### src/rtl/rll_pkg.sv
// Shared types and sizing helpers for the RLL key loader.
package rll_pkg;

  typedef enum logic [2:0] {
    LD_IDLE,
    LD_FETCH,
    LD_GAP,
    LD_CHECK,
    LD_DONE,
    LD_ERR
  } rll_ld_state_t;

  function automatic int unsigned n_chunks(input int unsigned key_w, input int unsigned chunk_w);
    return key_w / chunk_w;
  endfunction

  // Address space covers every key chunk plus the trailing check word.
  function automatic int unsigned addr_w(input int unsigned key_w, input int unsigned chunk_w);
    return $clog2(key_w / chunk_w + 1);
  endfunction

endpackage

### src/rtl/rll_key_fetch.sv
// Key-store request/ack handshake with per-request timeout counter.
module rll_key_fetch #(
  parameter int unsigned CHUNK_W = 8,
  parameter int unsigned TIMEOUT = 255
) (
  input  logic               clk,
  input  logic               rst_n,
  input  logic               req_start,
  output logic               key_req,
  input  logic               key_ack,
  input  logic [CHUNK_W-1:0] key_data,
  output logic               chunk_stb,
  output logic [CHUNK_W-1:0] chunk_data,
  output logic               timeout
);

  localparam int unsigned TMO_W = $clog2(TIMEOUT + 1);

  logic [TMO_W-1:0] tmo_cnt;

  // An ack landing on the final allowed cycle takes priority over the timeout.
  assign chunk_stb  = key_req & key_ack;
  assign chunk_data = key_data;
  assign timeout    = key_req & ~key_ack & (tmo_cnt == TMO_W'(TIMEOUT - 1));

  always_ff @(posedge clk or negedge rst_n) begin
    if (!rst_n) begin
      key_req <= 1'b0;
      tmo_cnt <= '0;
    end else if (req_start) begin
      key_req <= 1'b1;
      tmo_cnt <= '0;
    end else if (chunk_stb || timeout) begin
      key_req <= 1'b0;
      tmo_cnt <= '0;
    end else if (key_req) begin
      tmo_cnt <= tmo_cnt + 1'b1;
    end
  end

endmodule

### src/rtl/rll_key_loader.sv
// Fetches, verifies and commits the unlock key for one logic-locked core,
// gating the core outputs until a verified key is active.
module rll_key_loader
  import rll_pkg::*;
#(
  parameter int unsigned      KEY_W    = 16,
  parameter int unsigned      CHUNK_W  = 8,
  parameter int unsigned      OUT_W    = 32,
  parameter int unsigned      TIMEOUT  = 255,
  parameter logic [OUT_W-1:0] GATE_VAL = '0,
  localparam int unsigned     N_CHUNKS = n_chunks(KEY_W, CHUNK_W),
  localparam int unsigned     ADDR_W   = addr_w(KEY_W, CHUNK_W)
) (
  input  logic              clk,
  input  logic              rst_n,
  input  logic              start,
  output logic              key_req,
  output logic [ADDR_W-1:0] key_addr,
  input  logic              key_ack,
  input  logic [CHUNK_W-1:0] key_data,
  output logic [KEY_W-1:0]  key_out,
  output logic              key_valid,
  output logic              busy,
  output logic              err,
  input  logic [OUT_W-1:0]  core_in,
  output logic [OUT_W-1:0]  core_out
);

  rll_ld_state_t      state;
  logic [KEY_W-1:0]   shadow;
  logic [CHUNK_W-1:0] xor_acc;
  logic [CHUNK_W-1:0] check_word;
  logic               idle_like;
  logic               req_start;
  logic               chunk_stb;
  logic [CHUNK_W-1:0] chunk_data;
  logic               timeout;

  assign idle_like = (state == LD_IDLE) || (state == LD_DONE) || (state == LD_ERR);
  assign req_start = (state == LD_GAP) || (idle_like && start);

  rll_key_fetch #(
    .CHUNK_W (CHUNK_W),
    .TIMEOUT (TIMEOUT)
  ) u_fetch (
    .clk        (clk),
    .rst_n      (rst_n),
    .req_start  (req_start),
    .key_req    (key_req),
    .key_ack    (key_ack),
    .key_data   (key_data),
    .chunk_stb  (chunk_stb),
    .chunk_data (chunk_data),
    .timeout    (timeout)
  );

  // key_out is only ever zero or a verified key; chunks accumulate in shadow.
  always_ff @(posedge clk or negedge rst_n) begin
    if (!rst_n) begin
      state      <= LD_IDLE;
      key_addr   <= '0;
      key_out    <= '0;
      key_valid  <= 1'b0;
      busy       <= 1'b0;
      err        <= 1'b0;
      shadow     <= '0;
      xor_acc    <= '0;
      check_word <= '0;
    end else begin
      unique case (state)
        LD_IDLE, LD_DONE, LD_ERR: begin
          if (start) begin
            state     <= LD_FETCH;
            key_out   <= '0;
            key_valid <= 1'b0;
            err       <= 1'b0;
            key_addr  <= '0;
            xor_acc   <= '0;
            busy      <= 1'b1;
          end
        end
        LD_FETCH: begin
          if (chunk_stb) begin
            if (key_addr == ADDR_W'(N_CHUNKS)) begin
              check_word <= chunk_data;
              state      <= LD_CHECK;
            end else begin
              for (int unsigned i = 0; i < N_CHUNKS; i++) begin
                if (key_addr == ADDR_W'(i)) shadow[i*CHUNK_W +: CHUNK_W] <= chunk_data;
              end
              xor_acc  <= xor_acc ^ chunk_data;
              key_addr <= key_addr + 1'b1;
              state    <= LD_GAP;
            end
          end else if (timeout) begin
            state <= LD_ERR;
            busy  <= 1'b0;
            err   <= 1'b1;
          end
        end
        LD_GAP: begin
          state <= LD_FETCH;
        end
        LD_CHECK: begin
          busy <= 1'b0;
          if (check_word == xor_acc) begin
            key_out   <= shadow;
            key_valid <= 1'b1;
            state     <= LD_DONE;
          end else begin
            err   <= 1'b1;
            state <= LD_ERR;
          end
        end
        default: state <= LD_IDLE;
      endcase
    end
  end

  assign core_out = key_valid ? core_in : GATE_VAL;

endmodule
### config.mk
export PLATFORM = sky130hd
export DESIGN_NAME = rll_key_loader
export DESIGN_NICKNAME = d
export VERILOG_FILES = /design/src/rtl/rll_pkg.sv /design/src/rtl/rll_key_fetch.sv /design/src/rtl/rll_key_loader.sv
export SDC_FILE = /design/constraint.sdc
export NUM_CORES = 1
export LEC_CHECK = 0
export CORE_MARGIN = 3
export CORE_UTILIZATION = 44
export CTS_BUF_LIST = sky130_fd_sc_hd__clkbuf_4
export DETAILED_ROUTE_END_ITERATION = 12
export HOLD_SLACK_MARGIN = 0.05
export PLACE_DENSITY = 0.87
export SYNTH_ARGS = -nofsm -noshare
export SYNTH_HDL_FRONTEND = slang
export SYNTH_HIERARCHICAL = 1
export SYNTH_SLANG_ARGS = --single-unit
### constraint.sdc
create_clock -name clk -period 1.9 [get_ports clk]
set_input_delay 0.38 -clock clk [delete_from_list [all_inputs] [get_ports clk]]
set_output_delay 0.38 -clock clk [all_outputs]
set_load 0.01 [all_outputs]
==> metrics.md, run 1 <==
| Metric | Value |
|---|---|
| Number of fill cells | `570` |
| Max Fclk | `546 MHz` |
| Gr usage total | `18.2%` |
| Register area share after synthesis | `48.5%` |
| #FFs+latches synth | `65` |
| Placed Cells | `499` |
| Fin. Hold Viols | `0` |
| Clock transition at the registers of the reported paths | `0.12 ns` |
| GP Congestion | `0.875` |
| Hold_ws | `0.421 ns` |
| Leakage | `2.28 nW` |
| Area leader, netlist | `dfrtp_1` |
| Core ar. | `7330 sq um` |
| Max clock buf depth | `2` |
| Final Slew Violations | `0` |
| CTS H-tree lvls | `3` |
| Die area | `8710 sq um` |
| Clock sinks | `65` |
| # diodes | `0` |
| Skew final | `0.0156 ns` |
| Via count | `2519` |
| Drt via density | `4.87` |
| Most common cell after layout, fill and taps aside | `dfrtp_1` |
| Antenna violations before repair | `0` |
| Max VDD drop | `0.000613 V` |
| MaxCap Viol Count | `0` |
| Gate Count Post-Synth | `303` |
| Fin nets | `462` |
| Area growth from synthesis to layout | `37.7%` |
| Reg area | `1630 sq um` |
| Status | `complete, no violations` |
| Finish-stage setup viols | `0` |
| Setup slack at placement | `-0.155 ns` |
| Async set or reset register ratio after synthesis | `100%` |
| CTS Buf Count | `9` |
| Period minus WS final | `1.83 ns` |
| Slew HR | `72.3%` |
| Most frequent cells in the layout | `dfrtp_1, clkdlybuf4s50_1, and2_1, dlygate4sd2_1, nand2_1` |
| Avg Cell Area, Syn | `11.1 sq um` |
| Worst Path Arrival | `1.45 ns` |
| Final worst path period share | `96.4%` |
| Die Span Y | `93.3 microns` |
| Initial core utilization | `45.8%` |
| Remaining DRCs | `0` |
| Cell area after synthesis | `3360 sq um` |
| Crit Path Category | `reg -> out` |
| Slew @ Worst Pin | `0.415 ns` |
| Startpoint Class | `flop` |
| Area occupied by multi-input gates | `1530 sq um` |
| Setup TNS | `0 ns` |
| RSZ-0062 raised after global routing | `false` |
| Top cell type's share of synthesized area | `48.5%` |
| Syn nets | `352` |
| Number of enable flip-flop cells after synthesis | `0` |
| Port bufs | `97` |
| WL final | `7600 microns` |
| Worst min path class | `in -> async` |
| Top cells by area, synth | `dfrtp_1, mux2_4, and2_1, mux2i_1, nand2_1` |
| Power density over cell area | `1190 nW/um^2` |
| Layout cells sized above 1 | `14.8%` |
| DP Area | `4490 sq um` |
| Root Buffer | `clkbuf_4` |
| Util after Layout | `63.0%` |
| Final std cells w/o fill | `517` |
| Largest net degree at the start of global routing | `34` |
| Row cnt | `31` |
| Max FO, Critical Path | `33` |
| CTS tree | `built` |
| Post-route cell area | `4620 sq um` |
| First-pass detailed-route iteration total | `5` |
| Crit end category | `primary output` |
| Per-cell routed wire length | `14.7 microns` |
| Top_reg_cell synth | `dfrtp_1` |
| Crit path required time | `1.52 ns` |
| Global-route wire length before repair | `12200 microns` |
| Number of global-route vias before repair | `2500` |
| Warnings, synthesis | `6` |
| Final HPWL DP | `5970 microns` |
| Initial DRC count | `189` |
| Total Power | `5.50 mW` |
| Die width | `93.3 microns` |
| IO Pins | `98` |
| Clk_lat worst skew | `0.42 ns` |
| GRT overflow | `0` |
| Yosys cell types | `46` |
| Antenna Nets Post-Route | `0` |
| Final WS setup | `0.0682 ns` |
-- cell families after synthesis --
logic type | count (synthesis) | share of synthesized area [%]
AOI/OAI and AO/OA | 28 | 5.74
DFF | 65 | 48.5
and+or+nand+nor | 107 | 18.3
muxes | 40 | 14.6
xor gates and xnor gates | 18 | 4.70
buffers and inverters | 40 | 6.26
adders and majority gates | 5 | 1.86
-- area by class of cell --
cell class | count | share of cell area (%)
clock inverters | 7 | 1.68
clock buffers | 9 | 1.46
inverters | 23 | 1.87
multi-input cells | 198 | 33.1
well taps | 99 | 2.68
repair buffers | 116 | 24.0
flip-flops and latches | 65 | 35.2
-- layer usage --
layer  vias to the layer above  global-route usage [%]  wire length, microns
met5                         -                       0                     0
met4                         0                    6.59                   104
met3                        12                    5.47                   654
met2                        94                    31.9                  3830
met1                      1192                    20.8                  3010
li1                       1221                       -                     -
-- power by group --
part           switching, mW  leakage (nW)  internal [mW]  total, mW
Clock                  0.538        0.0769          0.411      0.949
Combinational           1.09          1.34           1.28       2.37
Sequential             0.356         0.856           1.83       2.18
Total                   1.98          2.28           3.52       5.50
-- critical path, stage by stage (launching register included) --
cell	delay, ns
dfrtp_1	0.42
buf_12	0.16
and2_1	0.16
dlygate4sd2_1	0.29
-- path summary, 6_finish.rpt --
kind	from	end	slack [ns]	cells after the start
min in group clk	err$_DFFE_PN0P_	err$_DFFE_PN0P_	0.51	2
hold reg to reg	err$_DFFE_PN0P_	err$_DFFE_PN0P_	0.51	2
max in group asynchronous	rst_n	key_addr[0]$_DFFE_PN0P_	0.86	3
hold / removal	rst_n	key_out[3]$_DFFE_PN0P_	0.42	2
setup / recovery	key_valid$_DFFE_PN0P_	core_out[18]	0.07	3
setup reg to reg	state[2]$_DFFE_PN0P_	u_fetch/tmo_cnt[7]$_DFFE_PN0P_	0.21	6
-- state kept, by name, indices dropped and copies added (netlist names) --
signal / flops
xor_acc: 8
check_word: 8
u_fetch/key_req: 1
key_addr: 2
busy: 1
shadow: 16
key_out: 16
key_valid: 1
err: 1
u_fetch/tmo_cnt: 8
state: 3
-- synth_stat cells (4+ instances only) --
cell and number:
mux2i_1 16, xor2_1 10, mux2_1 8, nand3b_1 9, and2_1 33, xnor2_1 8
a22oi_1 4, inv_1 23, mux2_4 16, nand2_1 29, nor2_1 13, buf_4 9
dfrtp_1 65, ha_1 5, clkbuf_1 4, o21ai_1 5
-- what timing repair did --
action	CTS	global route
endpoints found under the hold margin	15	0
setup buffers	0	1
hold buffers	1	0
endpoints found under the setup margin	33	2
resized for setup	33	2
No activity file was read; power rests on OpenSTA's default activity.
==> inputs of run 2 (changes only) <==
CORE_ASPECT_RATIO = 1.5   (was not set)
SETUP_SLACK_MARGIN = 0.3   (was not set)
==> metrics.md, run 2 (synthesized netlist as in run 1, its figures left out) <==
| Metric | Value |
|---|---|
| Max clock buf depth | `2 (unchanged)` |
| Final WS setup | `0.0963 ns (+0.0281 ns)` |
| Max VDD drop | `0.000679 V (+11%)` |
| Regs by FF count | `key_out (16), shadow (16)` |
| Crit path required time | `2.24 ns (+0.72 ns)` |
| Clock sinks | `65 (unchanged)` |
| Antenna violations before repair | `0 (unchanged)` |
| RR Startpoint | `xor_acc[0]$_DFFE_PN0P_` |
| Number of fill cells | `523 (-8.2%)` |
| Global-route wire length before repair | `14000 microns (+15%)` |
| Crit end category | `flop` |
| Die width | `77.3 microns (-17%)` |
| Slew HR | `64.9% (-7.4 points)` |
| Die Span Y | `113 microns (+21%)` |
| Initial core utilization | `45.8% (+0.055 points)` |
| Worst setup path startpoint | `xor_acc[0]$_DFFE_PN0P_` |
| Gr usage total | `20.6% (+2.5 points)` |
| Via count | `2808 (+11%)` |
| Status | `complete, no violations` |
| Slew @ Worst Pin | `0.527 ns (+0.112 ns)` |
| RSZ-0062 raised after global routing | `true` |
| Area growth from synthesis to layout | `51.9%` |
| CTS Buf Count | `9 (unchanged)` |
| Remaining DRCs | `0 (unchanged)` |
| Area occupied by multi-input gates | `1700 sq um (+11%)` |
| Power density over cell area | `1220 nW/um^2 (+2.2%)` |
| Worst min path class | `in -> async` |
| Root Buffer | `clkbuf_4` |
| WL final | `9730 microns (+28%)` |
| Skew final | `0.0149 ns (-0.000644 ns)` |
| Max FO, Critical Path | `4 (-88%)` |
| Total Power | `6.21 mW (+13%)` |
| Most common cell after layout, fill and taps aside | `dfrtp_1` |
| # diodes | `0 (unchanged)` |
| Antenna Nets Post-Route | `0 (unchanged)` |
| CTS tree | `built` |
| Leakage | `2.48 nW (+9.0%)` |
| Clock transition at the registers of the reported paths | `0.11 ns (about the same)` |
| Reg2reg end | `key_out[1]$_DFFE_PN0P_` |
| Final worst path period share | `94.9% (-1.5 points)` |
| DP Area | `4500 sq um (+0.11%)` |
| Worst Path Arrival | `2.15 ns (+0.70 ns)` |
| CP max-delay cell | `dfrtp_1` |
| MaxCap Viol Count | `0 (unchanged)` |
| Post-route cell area | `5100 sq um (+10%)` |
| Setup slack at placement | `-0.162 ns (-0.00730 ns)` |
| Clk_lat worst skew | `0.42 ns (about the same)` |
| Port bufs | `97 (unchanged)` |
| Crit Path Category | `reg -> reg` |
| Layout cells sized above 1 | `37.7% (+23 points)` |
| Fin nets | `490 (+6.1%)` |
| IO Pins | `98 (unchanged)` |
| Fin. Hold Viols | `0 (unchanged)` |
| CTS H-tree lvls | `3 (unchanged)` |
| FF-to-FF path depth | `6 (unchanged)` |
| Most frequent cells in the layout | `dfrtp_1, clkdlybuf4s50_1, buf_6, nand2_1, buf_4` |
| Drt via density | `5.14 (+5.6%)` |
| Max Fclk | `554 MHz (+1.6%)` |
| Die area | `8730 sq um (+0.25%)` |
| GRT overflow | `0 (unchanged)` |
| Finish-stage setup viols | `0 (unchanged)` |
| GP Congestion | `0.851 (-2.7%)` |
| Reg area | `1630 sq um (+0.23%)` |
| CP Cell Sequence | `xnor2_1, nand4_1, nor3_4, buf_6, clkbuf_16, mux2i_1` |
| R2R Setup Slk | `0.1 ns (-0.11 ns)` |
| End point of the critical path | `key_out[1]$_DFFE_PN0P_` |
| Number of global-route vias before repair | `2785 (+11%)` |
| Core ar. | `7320 sq um (-0.12%)` |
| Final Slew Violations | `0 (unchanged)` |
| Startpoint Class | `flop` |
| Final HPWL DP | `6220 microns (+4.3%)` |
| Initial DRC count | `162 (-14%)` |
| Period minus WS final | `1.80 ns (-0.0281 ns)` |
| First-pass detailed-route iteration total | `4 (-1)` |
| Largest net degree at the start of global routing | `32 (-5.9%)` |
| Per-cell routed wire length | `17.8 microns (+21%)` |
| Crit-path max cell delay | `0.42 ns (about the same)` |
| Row cnt | `38 (+23%)` |
-- run 2: cell count changes in the layout (fill, tap and decap cells not counted), sizes merged --
cell           previous run  this run
clkbuf                    9        10
clkinv                    3         4
clkdlybuf4s50            63        42
dlygate4sd2              33        20
inv                      25        24
buf                      19        80
bufinv                    1         0
clkinvlp                  1         2
-- run 2: critical path, delay by kind of cell (launching register included) --
kind	cells	cell delay, ns
simple gates	2	0.58
flops	1	0.42
mux	1	0.20
buf+inv	2	0.31
xor+xnor	1	0.21
-- run 2: where the power goes --
part | internal [mW] | total [mW] | switching [mW]
sequential | 1.83 | 2.19 | 0.355
combinational | 1.78 | 3.23 | 1.45
clock | 0.265 | 0.788 | 0.523
total | 3.88 | 6.21 | 2.33
-- run 2: worst min path at each step --
| stage | startpoint | to | slack (ns) |
|---|---|---|---|
| global route | rst_n | key_out[10]$_DFFE_PN0P_ | 0.49 |
| detailed placement | rst_n | key_out[10]$_DFFE_PN0P_ | 0.38 |
| CTS | rst_n | key_out[10]$_DFFE_PN0P_ | 0.46 |
| finish | rst_n | key_out[10]$_DFFE_PN0P_ | 0.45 |
| floorplan | rst_n | busy$_DFFE_PN0P_ | 0.08 |
| global placement | rst_n | key_out[10]$_DFFE_PN0P_ | 0.37 |
-- run 2: cell type report --
class	count	area share, %
sequential	65	32.0
clock buffer	9	1.33
multi-input combinational	198	33.4
timing repair buffer	144	28.2
tap	100	2.45
clock inverter	7	0.908
inverter	23	1.69
-- run 2: repair_timing --
| item | in CTS | in global routing |
|---|---|---|
| hold buffers | 1 | 0 |
| gates resized for setup | 204 | 38 |
| buffers inserted | 14 | 11 |
| hold endpoints to repair | 20 | 0 |
| endpoints found under the setup margin | 86 | 91 |
| pin swaps | 8 | 14 |
| gates cloned | 4 | 1 |
-- run 2: per-stage QoR --
step                      util, %  hold slack [ns]  TNS, ns  cells
final                        69.6            0.449        0    546
after global routing         69.6            0.488        0    546
after CTS                    66.3            0.459        0    534
after detailed placement     61.4            0.380    -4.19    499
after global placement       61.4            0.374    -2.76    499
after floorplan                 -           0.0844        0    303
-- run 2: per-layer routing --
metal,global-route usage (%),wire length [microns],up-vias
met5,0,0,-
met4,7.24,240,0
met3,6.85,780,18
met2,38.4,5320,129
met1,21.4,3390,1381
li1,-,-,1280
